**config.mk**
```make
export PLATFORM = sky130hd
export DESIGN_NAME = pr_dma_chunker
export DESIGN_NICKNAME = d
export VERILOG_FILES = /design/src/rtl/pr_dma_chunker.sv
export SDC_FILE = /design/constraint.sdc
export NUM_CORES = 1
export LEC_CHECK = 0
export ABC_AREA = 0
export ABC_CLOCK_PERIOD_IN_PS = 7800
export BUFFER_PORTS_ARGS = -buffer_cell sky130_fd_sc_hd__buf_4
export CAP_MARGIN = 25
export CORE_UTILIZATION = 30
export CTS_CLUSTER_DIAMETER = 80
export DETAILED_ROUTE_END_ITERATION = 8
export SLEW_MARGIN = 20
export SYNTH_ARGS = -nofsm -noshare
export SYNTH_HDL_FRONTEND = slang
export SYNTH_SLANG_ARGS = --single-unit
export TNS_END_PERCENT = 1
```
**constraint.sdc**
```tcl
create_clock -name aclk -period 7.8 [get_ports aclk]
set_input_delay 1.56 -clock aclk [delete_from_list [all_inputs] [get_ports aclk]]
set_output_delay 1.56 -clock aclk [all_outputs]
set_load 0.05 [all_outputs]
```
**src/rtl/pr_dma_chunker.sv**
```systemverilog
// Splits one PR DMA read request into host-DMA descriptors that never cross a
// 2^CHUNK_BITS boundary, with a bounded outstanding count and one done pulse per request.
module pr_dma_chunker #(
  parameter int PADDR_BITS      = 40,
  parameter int LEN_BITS        = 28,
  parameter int CHUNK_BITS      = 12,
  parameter int MAX_OUTSTANDING = 8,
  localparam int OUT_BITS       = $clog2(MAX_OUTSTANDING + 1)
) (
  input  logic                  aclk,
  input  logic                  areset,
  input  logic                  s_req_valid,
  output logic                  s_req_ready,
  input  logic [PADDR_BITS-1:0] s_req_paddr,
  input  logic [LEN_BITS-1:0]   s_req_len,
  input  logic                  s_req_last,
  output logic                  s_rsp_done,
  output logic                  m_req_valid,
  input  logic                  m_req_ready,
  output logic [PADDR_BITS-1:0] m_req_paddr,
  output logic [LEN_BITS-1:0]   m_req_len,
  output logic                  m_req_last,
  input  logic                  m_cpl_valid,
  output logic                  busy,
  output logic [OUT_BITS-1:0]   outstanding,
  output logic [31:0]           chunk_cnt,
  output logic                  cpl_err
);

  typedef enum logic [1:0] {IDLE, ISSUE, DRAIN} state_e;

  localparam logic [LEN_BITS-1:0] CHUNK_SZ = LEN_BITS'(1) << CHUNK_BITS;
  localparam logic [OUT_BITS-1:0] MAX_OUT  = OUT_BITS'(MAX_OUTSTANDING);

  state_e                state_q, state_d;
  logic [PADDR_BITS-1:0] addr_q, addr_d;
  logic [LEN_BITS-1:0]   rem_q, rem_d;
  logic                  lst_q, lst_d;
  logic                  done_q, done_d;
  logic [OUT_BITS-1:0]   out_q, out_d;
  logic [31:0]           cnt_q, cnt_d;
  logic                  err_q, err_d;

  logic [LEN_BITS-1:0]   room;
  logic [LEN_BITS-1:0]   clen;
  logic                  is_final;
  logic                  hs;

  always_ff @(posedge aclk or posedge areset) begin
    if (areset) begin
      state_q <= IDLE;
      addr_q  <= '0;
      rem_q   <= '0;
      lst_q   <= 1'b0;
      done_q  <= 1'b0;
      out_q   <= '0;
      cnt_q   <= '0;
      err_q   <= 1'b0;
    end else begin
      state_q <= state_d;
      addr_q  <= addr_d;
      rem_q   <= rem_d;
      lst_q   <= lst_d;
      done_q  <= done_d;
      out_q   <= out_d;
      cnt_q   <= cnt_d;
      err_q   <= err_d;
    end
  end

  // valid depends only on registered state, and outstanding can only fall while a
  // descriptor is pending, so valid and payload hold until the handshake.
  always_comb begin
    room     = CHUNK_SZ - LEN_BITS'(addr_q[CHUNK_BITS-1:0]);
    clen     = (rem_q < room) ? rem_q : room;
    is_final = (clen == rem_q);
    hs       = (state_q == ISSUE) && (out_q < MAX_OUT) && m_req_ready;

    state_d = state_q;
    addr_d  = addr_q;
    rem_d   = rem_q;
    lst_d   = lst_q;
    done_d  = 1'b0;
    out_d   = out_q;
    cnt_d   = cnt_q + 32'(hs);
    err_d   = err_q;

    case (state_q)
      IDLE: begin
        if (s_req_valid) begin
          addr_d = s_req_paddr;
          rem_d  = s_req_len;
          lst_d  = s_req_last;
          if (s_req_len == '0) done_d  = 1'b1;
          else                 state_d = ISSUE;
        end
      end
      ISSUE: begin
        if (hs) begin
          addr_d = addr_q + PADDR_BITS'(clen);
          rem_d  = rem_q - clen;
          if (is_final) state_d = DRAIN;
        end
      end
      DRAIN: begin
        if (out_q == '0) state_d = IDLE;
      end
      default: state_d = IDLE;
    endcase

    case ({hs, m_cpl_valid})
      2'b10:   out_d = out_q + 1'b1;
      2'b01: begin
        if (out_q == '0) err_d = 1'b1;
        else             out_d = out_q - 1'b1;
      end
      default: out_d = out_q;
    endcase
  end

  assign s_req_ready = (state_q == IDLE);
  assign s_rsp_done  = done_q | ((state_q == DRAIN) && (out_q == '0));
  assign m_req_valid = (state_q == ISSUE) && (out_q < MAX_OUT);
  assign m_req_paddr = addr_q;
  assign m_req_len   = clen;
  assign m_req_last  = lst_q & is_final;
  assign busy        = (state_q != IDLE);
  assign outstanding = out_q;
  assign chunk_cnt   = cnt_q;
  assign cpl_err     = err_q;

endmodule
```
==> results.sh <==
export IMPL_status="finished, final reports clean"
export IMPL_regToRegStartpoint="m_req_paddr[2]"
export IMPL_crit_reg2reg_capture="m_req_paddr[34]"
export IMPL_syn_cell_area_sq_um=8460
export IMPL_critical_path_startpoint_type="flop"
export IMPL_ys_seq_area_frac=0.322
export IMPL_pin_count=184
export IMPL_clock_tree_htree_level_count=3
export IMPL_seq_cells_post_synth=109
export IMPL_timing_setup_critical_path_class="reg2out"
export IMPL_synth_enable_flop_cells=0
export IMPL_row_count=61
export IMPL_drv_slew=0
export IMPL_path_cells="nor2_1 -> nand3b_1 -> nor2_1 -> nand2_1 -> nor3_1 -> inv_1 -> ha_1 -> nand2_1 -> a211o_1 -> nor3_1 -> or4_1 -> buf_4 -> mux2i_1 -> ha_1 -> nand2_1 -> nor2_1 -> nand4_1 -> nor4_1 -> and2_1 -> buf_4"
export IMPL_fillCellCount=2959
export IMPL_fp_dieArea_sq_um=28900
export IMPL_cts_sink_count=109
export IMPL_grt_setup_unrepaired="no"
export IMPL_count_of_cells_along_the_worst_hold_path=1
export IMPL_numCtsBuffers=9
export IMPL_worst_slew_margin_rel=0.418
export IMPL_cts_root_buf="sky130_fd_sc_hd__clkbuf_16"
export IMPL_initial_core_util=0.305
export IMPL_grt_ovfl_total=0
export IMPL_layout_worst_path_cycle_share=0.886
export IMPL_maxCapViolations=0
export IMPL_postSynth_topFlopCell="sky130_fd_sc_hd__dfrtp_1"
export IMPL_timing_final_crit_period_ns=6.91
export IMPL_clk_pin_slew_ns=0.08
export IMPL_post_cts_resized_instances=0
export IMPL_post_cts_hold_buffer_count=0
export IMPL_chip_width_um=170
export IMPL_largest_net_degree_at_the_start_of_global_routing=82
export IMPL_gr_usage_all_layers=0.176
export IMPL_worstPathArrival_ns=5.35
export IMPL_crit_required_ns=6.24
export IMPL_setup_viol=0
export IMPL_worstSkewPairLatency_ns=0.36
export IMPL_p_leak_nw=4.82
export IMPL_vias_per_cell=5.13
export IMPL_via_count=7981
export IMPL_r2r_slack_ns=1.41
export IMPL_first_pass_iters=5
export IMPL_critical_path_cell_with_the_highest_stage_delay="sky130_fd_sc_hd__nor4_1"
export IMPL_gp_congestion=0.879
export IMPL_timing_critical_path_buf_inv=3
export IMPL_grt_pass1_vias=7625
export IMPL_worst_ir_drop_on_vdd_mv=0.364
export IMPL_fin_skew_ns=0.0118
export IMPL_per_instance_average_area_after_synthesis_sq_um=8.35
export IMPL_core_area_sq_um=27800
export IMPL_avgRoutedWirePerCell_um=16.2
export IMPL_crit_path_end_kind="primary output"
export IMPL_final_antenna_net_count=0
export IMPL_peak_usage_layer_in_the_global_routing_report="met2"
export IMPL_drt_total_wl_um=25200
export IMPL_clock_tree_from_tritoncts="yes"
export IMPL_pwr_density_cell_nw_per_um2=500
export IMPL_final_net_count=1309
export IMPL_number_of_antenna_violations_at_the_first_check_in_global_routing=0
export IMPL_portBuffers=168
export IMPL_route_detailed_drc=0
export IMPL_min_delay_start="chunk_cnt[31]"
export IMPL_yosysUniqueCellTypes=69
export IMPL_cpLargestDelayFamily="simple AND/OR/NAND/NOR gates"
export IMPL_flow_area_growth_from_synthesis_pct=22.8
export IMPL_wire_length_of_the_first_global_routing_pass_um=40600
export IMPL_met1_usage=0.250
export IMPL_fraction_of_met2_tracks_used_by_global_routing=0.273
export IMPL_synth_warnings=0
export IMPL_crit_path_max_fanout=25
export IMPL_finalCoreUtilization=0.374
export IMPL_cp_slowest_stage_delay_ns=0.74
export IMPL_syn_inst=1013
export IMPL_ctsLongestPathBuffers=2
export IMPL_chipHeight_um=170
export IMPL_maxClockFrequency_mhz=145
export IMPL_detailedPlacementHpwl_um=18700
export IMPL_initial_detailed_routing_violation_count=563
export IMPL_sum_neg_setup_slack_ns=0
export IMPL_cts_setup_buffers=0
export IMPL_num_antenna_cells=0
export IMPL_postSynth_asyncResetShare=1.00
export IMPL_worstRegToRegCells=23
export IMPL_timing_hold_worst_class="reg2reg"
export IMPL_global_route_met3_utilization=0.0356
export IMPL_min_to="chunk_cnt[31]"
export IMPL_worst_slew_pin_slew_ns=0.873
export IMPL_hold_viol_final=0
export IMPL_share_of_post_route_cells_with_drive_strength_above_1=0.189
-- worst reg2reg max path, stage by stage (launching register included) --
cell and delay [ns]:
sky130_fd_sc_hd__dfrtp_1 0.46, sky130_fd_sc_hd__nor2_1 0.21, sky130_fd_sc_hd__nand3b_1 0.12, sky130_fd_sc_hd__nor2_1 0.14, sky130_fd_sc_hd__nand2_1 0.15, sky130_fd_sc_hd__nor3_1 0.38, sky130_fd_sc_hd__inv_1 0.09, sky130_fd_sc_hd__ha_1 0.27
sky130_fd_sc_hd__nand2_1 0.08, sky130_fd_sc_hd__a211o_1 0.13, sky130_fd_sc_hd__nor3_1 0.05, sky130_fd_sc_hd__or4_1 0.51, sky130_fd_sc_hd__buf_4 0.27, sky130_fd_sc_hd__mux2i_1 0.25, sky130_fd_sc_hd__ha_1 0.28, sky130_fd_sc_hd__fa_1 0.43
sky130_fd_sc_hd__a21o_1 0.21, sky130_fd_sc_hd__a221oi_1 0.51, sky130_fd_sc_hd__nand3_1 0.24, sky130_fd_sc_hd__nand3_1 0.18, sky130_fd_sc_hd__o2111ai_1 0.25, sky130_fd_sc_hd__nand2_1 0.28, sky130_fd_sc_hd__a2bb2oi_1 0.43, sky130_fd_sc_hd__mux2_2 0.38
-- kinds of logic after synthesis --
kind of cell    count (synthesis)  share of synthesized area
xor+xnor                       77                     0.0797
simple gates                  373                      0.210
fa+ha+maj                      61                     0.0928
mux                            29                     0.0395
buf+inv                        88                     0.0483
flops                         109                      0.322
compound gates                275                      0.207
other cells                     1                   0.000443
-- worst max path at each step --
stage	startpoint	to	slack, ns	cells after the start
finish	m_req_paddr[2]	m_req_last	0.89	20
global route	m_req_paddr[3]	m_req_last	0.44	20
CTS	m_req_paddr[0]	m_req_last	0.90	20
detailed placement	m_req_paddr[0]	m_req_last	1.33	20
global placement	m_req_paddr[0]	m_req_last	1.40	20
floorplan	m_req_paddr[0]	m_req_last	1.26	18
-- metal layers --
metal	routed length (um)	vias to the layer above	part of all wire
met1	12100	3813	0.48
met3	1540	19	0.061
li1	-	3933	-
met5	0	-	0
met2	11100	216	0.44
met4	325	0	0.013
-- final cells by class --
cell class	instances	area, sq um	share of cell area
Timing Repair Buffer	175	1330	0.128
Multi-Input combinational cell	845	5460	0.525
Tap cell	378	473	0.0455
Sequential cell	109	2730	0.263
Clock inverter	5	35.0	0.00337
Clock buffer	11	233	0.0224
Inverter	34	130	0.0125
-- cell usage in the layout, fill, tap and decap left out, drive strengths merged, types with 7 or more instances in the layout --
master and n:
nand3 43, and2 10, a2bb2oi 10, mux2 14, nor4 14, conb 30
a211oi 8, xor2 30, nand4 11, dfrtp 109, ha 58, o211ai 7
and3 20, nand2b 9, inv 35, a21oi 85, buf 175, nor3 21
nor2 98, a21o 20, o21ai 57, or3 11, xnor2 47, mux2i 15
o21a 9, nand2 111, a31oi 21, clkbuf 11, o31ai 8
-- per-stage QoR --
stage	cells	setup slack [ns]	hold slack (ns)	instance area, sq um	power (mW)
2_1_floorplan	1042	1.26	0.472	8570	3.80
3_3_place_gp	1540	1.40	0.451	10100	4.68
3_5_place_dp	1540	1.33	0.454	10100	4.73
4_1_cts	1556	0.898	0.480	10400	5.21
5_1_grt	1557	0.444	0.511	10400	5.66
6_report	1557	0.890	0.473	10400	5.20
-- power by group --
part | switching (mW) | total, mW | internal [mW]
clock network | 0.228 | 0.447 | 0.219
registers | 0.276 | 1.05 | 0.775
logic | 2.33 | 3.70 | 1.37
-- flip-flops by register name, summed over array words and instances, names as in the netlist --
name and flops:
outstanding 4, rem_q 28, done_q 1, cpl_err 1, lst_q 1, m_req_paddr 40, state_q 2, chunk_cnt 32
-- cells in the mapped netlist, drive strengths merged (10+ instances only) --
master,number,share of area
nor3,21,0.012
o21ai,57,0.034
a31oi,21,0.016
xnor2,47,0.049
and2,10,0.0074
xor2,30,0.031
ha,58,0.086
a21oi,85,0.050
nor2,98,0.044
mux2,14,0.022
mux2i,15,0.018
nand4,11,0.0081
a21o,20,0.018
clkbuf,29,0.013
or3,11,0.0087
dfrtp,109,0.32
nor4,14,0.010
inv,34,0.015
nand2,111,0.049
a2bb2oi,10,0.010
and3,20,0.015
nand3,43,0.026
buf,25,0.020
(Power assumes the default switching activity.)
